`src/rtl/store_pkg.sv`:
```
// Shared types and geometry for the latch-store write sequencer.
package store_pkg;

  typedef enum logic [1:0] {IDLE, SETUP, PULSE, HOLD} state_e;

  localparam int STORE_ROWS = 3;
  localparam int STORE_COLS = 2;

  // Counter holds up to max(phase)-1, never narrower than one bit.
  function automatic int phase_cnt_w(input int s, input int p, input int h);
    int m;
    m = s;
    if (p > m) m = p;
    if (h > m) m = h;
    return (m < 2) ? 1 : $clog2(m);
  endfunction

endpackage

```
`src/rtl/store_phase_cnt.sv`:
```
// Loadable down-counter with zero flag; shared by setup, pulse and hold phases.
module store_phase_cnt #(
  parameter int W = 1
) (
  input  logic         clk,
  input  logic         rst,
  input  logic         load,
  input  logic [W-1:0] load_val,
  output logic         zero
);

  logic [W-1:0] cnt;

  always_ff @(posedge clk) begin
    if (rst)              cnt <= '0;
    else if (load)        cnt <= load_val;
    else if (cnt != '0)   cnt <= cnt - 1'b1;
  end

  assign zero = (cnt == '0);

endmodule

```
`src/rtl/store_write_ctrl.sv`:
```
// Write sequencer for a row/column latch store: drives row data, then strobes
// one column (or all, for clear) through setup/pulse/hold phases.
module store_write_ctrl
  import store_pkg::*;
#(
  parameter int ROWS      = STORE_ROWS,
  parameter int COLS      = STORE_COLS,
  parameter int CW        = 2,
  parameter int SETUP_CYC = 1,
  parameter int PULSE_CYC = 1,
  parameter int HOLD_CYC  = 1
) (
  input  logic            clk,
  input  logic            rst,
  input  logic            req_valid,
  output logic            req_ready,
  input  logic            req_clr,
  input  logic [CW-1:0]   req_col,
  input  logic [ROWS-1:0] req_data,
  output logic [ROWS-1:0] dat,
  output logic [COLS-1:0] cap,
  output logic            busy,
  output logic            done,
  output logic            err
);

  localparam int CNTW = phase_cnt_w(SETUP_CYC, PULSE_CYC, HOLD_CYC);
  localparam logic [CW:0] COLS_L = (CW+1)'(COLS);

  state_e          state, state_n;
  logic [CW-1:0]   col_q, col_n;
  logic            clr_q, clr_n;
  logic [ROWS-1:0] dat_n;
  logic [COLS-1:0] cap_n, mask;
  logic            done_n, err_n;
  logic            cnt_load, cnt_zero;
  logic [CNTW-1:0] cnt_val;
  logic            accept, oor;

  assign req_ready = (state == IDLE);
  assign busy      = (state != IDLE);
  assign accept    = req_valid && req_ready;
  assign oor       = !req_clr && ({1'b0, req_col} >= COLS_L);
  assign mask      = clr_q ? '1 : (COLS'(1) << col_q);

  store_phase_cnt #(.W(CNTW)) u_cnt (
    .clk      (clk),
    .rst      (rst),
    .load     (cnt_load),
    .load_val (cnt_val),
    .zero     (cnt_zero)
  );

  always_comb begin
    state_n  = state;
    col_n    = col_q;
    clr_n    = clr_q;
    dat_n    = dat;
    cap_n    = '0;
    done_n   = 1'b0;
    err_n    = 1'b0;
    cnt_load = 1'b0;
    cnt_val  = '0;
    case (state)
      IDLE: if (accept) begin
        if (oor) begin
          // Bad column: report and stay idle without touching the array.
          done_n = 1'b1;
          err_n  = 1'b1;
        end else begin
          col_n    = req_col;
          clr_n    = req_clr;
          dat_n    = req_clr ? '0 : req_data;
          state_n  = SETUP;
          cnt_load = 1'b1;
          cnt_val  = CNTW'(SETUP_CYC - 1);
        end
      end
      SETUP: if (cnt_zero) begin
        state_n  = PULSE;
        cap_n    = mask;
        cnt_load = 1'b1;
        cnt_val  = CNTW'(PULSE_CYC - 1);
      end
      PULSE: begin
        // cap is registered, so it is raised/dropped on the edges entering/leaving PULSE.
        if (cnt_zero) begin
          state_n  = HOLD;
          cnt_load = 1'b1;
          cnt_val  = CNTW'(HOLD_CYC - 1);
        end else begin
          cap_n = mask;
        end
      end
      HOLD: if (cnt_zero) begin
        state_n = IDLE;
        done_n  = 1'b1;
      end
      default: state_n = IDLE;
    endcase
  end

  always_ff @(posedge clk) begin
    if (rst) begin
      state <= IDLE;
      col_q <= '0;
      clr_q <= 1'b0;
      dat   <= '0;
      cap   <= '0;
      done  <= 1'b0;
      err   <= 1'b0;
    end else begin
      state <= state_n;
      col_q <= col_n;
      clr_q <= clr_n;
      dat   <= dat_n;
      cap   <= cap_n;
      done  <= done_n;
      err   <= err_n;
    end
  end

endmodule

```
`config.mk`:
```
export PLATFORM = sky130hd
export DESIGN_NAME = store_write_ctrl
export DESIGN_NICKNAME = d
export VERILOG_FILES = /design/src/rtl/store_pkg.sv /design/src/rtl/store_phase_cnt.sv /design/src/rtl/store_write_ctrl.sv
export SDC_FILE = /design/constraint.sdc
export NUM_CORES = 1
export LEC_CHECK = 0
export ABC_AREA = 1
export CAP_MARGIN = 10
export CORE_UTILIZATION = 39
export CTS_BUF_LIST = sky130_fd_sc_hd__clkbuf_16
export DETAILED_ROUTE_END_ITERATION = 8
export PLACE_DENSITY = 0.82
export REMOVE_ABC_BUFFERS = 1
export SETUP_SLACK_MARGIN = 0.2
export SLEW_MARGIN = 0
export SYNTH_ARGS = -nofsm -noshare
export SYNTH_HDL_FRONTEND = slang
export SYNTH_SLANG_ARGS = --single-unit
export TNS_END_PERCENT = 1
```
`constraint.sdc`:
```
create_clock -name clk -period 1.21 [get_ports clk]
set_input_delay 0.242 -clock clk [delete_from_list [all_inputs] [get_ports clk]]
set_output_delay 0.242 -clock clk [all_outputs]
set_load 0.03 [all_outputs]
```
After elaboration in Yosys (flattened, before gate mapping)
Index checks and enable logic that the tools add are counted.

Bits in registers: 13. Input port bits: 9. Output and inout port bits: 9. Logic and storage cells: 50.

Add/subtract/negate cells: 1. $lt $le $gt $ge: 1. Equality and inequality tests: 8. Shift-type cells: 1. Muxes and demuxes: 18. Bitwise gates (word level): 3. Reduce and logical (&&, ||, !) cells: 10.

Operators with widths (number): $mux W2 (8); $ne A2 B2 Y1 const B (4); $pmux W2 S4 (1); $mux W1 (5); $reduce_and A5 Y1 (1); $eq A2 B2 Y1 const B (2); $pmux W1 S2 (2); $pmux W2 S2 (1); $reduce_or A2 Y1 (2); $mux W3 (1); $not A1 Y1 (3); $reduce_and A3 Y1 (1); $reduce_or A3 Y1 (1); $eq A2 B1 Y1 const B (1); $ge A2 B2 Y1 const B (1); $logic_and A1 B1 Y1 (2); $logic_not A2 Y1 (1); $ne A2 B1 Y1 const B (1); $reduce_bool A2 Y1 (1); $shl A1 B2 Y2 const A (1); $logic_not A1 Y1 (1); $sub A1 B1 Y1 const B (1).

Depth between registers and ports, before layout
Depth in word-level cells: 6. Mapped depth: 8. Mapped depth without buffers: 8.

Cells and area by module
Synthesis repeated with hierarchy kept, for this count alone.

Cell total of the unflattened synthesis: 94. Area total of the unflattened synthesis: 703.2 um^2.

Modules (own cells, without submodules): store_write_ctrl (times used 1, cells each 90, area each 669.4 um^2, sequential area each 240.2 um^2); store_phase_cnt (times used 1, cells each 4, area each 33.8 um^2, sequential area each 20.0 um^2).

Worst setup path after synthesis
Ideal clock, no wire load.

Path kind: register to register. Start point: register state[0]. End point: register dat[0]. Library setup time: 0.114 ns. Arrival: 1.297 ns. Data required time: 1.096 ns. Path slack: -0.201 ns. Cell stages (with the launch flop): 7. Path buffers: 0. Period minus slack after synthesis: 1.411 ns. Cell sequence: dfxtp_1 -> inv_1 -> ha_1 -> nand2_2 -> or2_4 -> nor2_1 -> nor3_1.

Longest elaborated chain between the ends: 3.

RTL lines: start: declaration (line store_write_ctrl.sv:30) `state_e state, state_n;`; start signal: assignment (line store_write_ctrl.sv:113) `state <= state_n;`; $logic_not A2 Y1 * (line store_write_ctrl.sv:40) `assign req_ready = (state == IDLE);`; via req_ready (line store_write_ctrl.sv:16) `output logic req_ready,`; $logic_and A1 B1 Y1 (line store_write_ctrl.sv:42) `assign accept = req_valid && req_ready;`; $reduce_and A3 Y1 (no source line) *; end signal: assignment (line store_write_ctrl.sv:116) `dat <= dat_n;`; end: declaration (line store_write_ctrl.sv:20) `output logic [ROWS-1:0] dat,`.

The timed path passes the listed nets; every way through them passes the cells marked *. A chain may end at the register's enable or synchronous reset.

Final worst setup path
Start point: register state[1]. End point: output port req_ready.

Longest elaborated chain between the ends: 1.

RTL lines (line): $logic_not A2 Y1 (store_write_ctrl.sv:40); end: declaration (store_write_ctrl.sv:16).

No other way between the ends.

==> flow_summary.json <==
{
  "syn_inst": 76,
  "synth_compound_area_share_pct": 8.68,
  "tritoncts": "done",
  "hp-class": "reg2reg",
  "violations": "negative setup slack",
  "finalWeightedCongestion": 0.789,
  "startpoint_type": "register",
  "rsz0062_at_grt": "true",
  "syn_area_sq_um": 577,
  "design.core.area_sq_um": 1330,
  "fmax_mhz": 756,
  "viasPerCell": 4.75,
  "fp-row-count": 13,
  "postRouteAntennaNets": 0,
  "final_common_cell": "dfxtp_1",
  "routed_wl_um": 1530,
  "place_area_sq_um": 788,
  "required_ns": 0.97,
  "place_hpwl_um": 924,
  "synth_mux_area_share_pct": 0,
  "finalSetupTns_ns": -0.511,
  "grt.total_usage_pct": 19.1,
  "yosysSeqAreaShare_pct": 45.1,
  "cts_buffer_depth": 2,
  "p_per_area_nw_per_um2": 2520,
  "die_y_um": 40.5,
  "grt_pass1_vias": 458,
  "ios": 18,
  "final_design_area_no_fill_sq_um": 982,
  "root_buffer": "clkbuf_16",
  "syn_avg_cell_area_sq_um": 7.59,
  "start_util_pct": 43.2,
  "cts_buffers": 3,
  "worstSetupPathType": "reg2out",
  "hold_viol": 0,
  "layout_common_cells": "11 x dfxtp_1, 9 x inv_1, 8 x clkdlybuf4s50_1, 8 x buf_4",
  "arrival_ns": 1.08,
  "numPortBuffers": 17,
  "grt_pass1_wl_um": 1960,
  "skew_ns": 0.00192,
  "setup_violations": 9,
  "vias": 560,
  "final_nets": 117,
  "diodes": 0,
  "wl_per_cell_um": 12.9,
  "synth_cell_types": 16,
  "cap_violations": 0,
  "area_delta_synth_final_pct": 70.3,
  "end_kind": "primary output",
  "cp_max_fo": 5,
  "die_w_um": 40.5,
  "cts_sinks": 13,
  "grt_max_degree": 8,
  "drc_errors": 0,
  "fin_crit_ns": 1.32,
  "clk_latency_ns": 0.24,
  "status": "complete, but fails checks",
  "yosys_warnings": 0,
  "ys_ff_latch": 13,
  "synth-simple-area-share_pct": 28.9,
  "synth_top_family_by_area": "simple AND/OR/NAND/NOR gates",
  "die_area_sq_um": 1640,
  "antenna_found_initial": 0,
  "synth_fa_ha_area_share_pct": 8.68,
  "yosys.area_share.xor_xnor_pct": 0,
  "drive_above_1_share_pct": 47.6,
  "htree_levels": 1,
  "grt_overflow": 0,
  "drtPass1Iterations": 4,
  "setup_slack_ns": -0.112,
  "slew_violations": 0,
  "drtIter0Drc": 10,
  "peakVddDrop_mv": 1.60,
  "fillCellCount": 93,
  "fin_crit_sh_pct": 109,
  "clk_pin_slew_worst_paths_ns": 0.04,
  "p_leak_uw": 0.000459,
  "dp_slack_ns": -0.141
}
[Yosys cell counts]
library cell  number  area [sq um]
ha_1               4          50.1
or2_4              1          8.76
nor3_1             5          25.0
or2_2              1          6.26
nand2_1           10          37.5
nand2_4            1          11.3
o21ai_0            2          10.0
dfxtp_1           13           260
conb_1             1          3.75
a21oi_1            8          40.0
nand3_1            2          10.0
clkinv_2           1          5.00
inv_1             10          37.5
inv_2              1          3.75
nand2_2            3          18.8
nor2_1            13          48.8
[where the power goes]
part	leakage [uW]	switching, uW	internal [uW]
Combinational	0.000309	690	577
Sequential	0.000108	64.0	527
Clock	0.0000423	186	436
Total	0.000459	940	1540
[cell families (layout without fill, tap and decap cells)]
kind of cell    after synthesis  count (layout)
compound gates               10              10
other cells                   1               1
fa+ha+maj                     4               4
flops                        13              13
buf+inv                      12              39
simple gates                 36              36
[sequential cells by signal, summed over array words and instances (netlist names)]
signal     cells
dat            3
done           1
err            1
state          2
clr_q          1
col_q          2
u_cnt.cnt      1
cap            2
[critical path, stage by stage (launching register included)]
cell and delay, ns:
dfxtp_4 0.37, inv_4 0.05, ha_4 0.18, buf_6 0.11, buf_6 0.12
[repair_timing]
action                     CTS  global route
gates resized for setup     27            24
buffers inserted             1             0
hold buffers                 0             0
setup endpoints to repair   17            15
pin swaps                    4             5
[worst paths after layout]
path | end | cells past startpoint | startpoint | slack (ns)
setup / recovery | req_ready | 4 | state[1] | -0.11
hold / removal | col_q[0] | 2 | col_q[0] | 0.47
setup reg to reg | dat[1] | 7 | state[1] | -0.08
hold reg to reg | col_q[0] | 2 | col_q[0] | 0.47
[metrics by stage]
stage / hold slack [ns] / util [%] / power, uW / cells
3_3_place_gp: 0.453 / 59.1 / 1450 / 113
4_1_cts: 0.473 / 67.0 / 2280 / 118
5_1_grt: 0.499 / 73.6 / 2600 / 118
2_1_floorplan: 0.311 / - / 1140 / 76
6_report: 0.472 / 73.6 / 2480 / 118
3_5_place_dp: 0.467 / 59.1 / 1480 / 113
[layout make-up]
cell class / instances / area, sq um / share of cell area [%]
clock inverter: 1 / 3.75 / 0.382
sequential: 13 / 265 / 27.0
clock buffer: 3 / 75.1 / 7.64
timing repair buffer: 23 / 200 / 20.4
inverter: 12 / 48.8 / 4.97
tap: 15 / 18.8 / 1.91
multi-input combinational: 51 / 370 / 37.7
[routing by layer]
| metal | global-route usage (%) | wire [um] | part of all wire (%) |
|---|---|---|---|
| met1 | 23.8 | 656 | 43 |
| met2 | 27.4 | 765 | 50 |
| met3 | 8.33 | 72 | 4.7 |
| met4 | 10.0 | 33 | 2.2 |
| met5 | 0 | 0 | 0 |
Power figures use the tool's default switching activity.
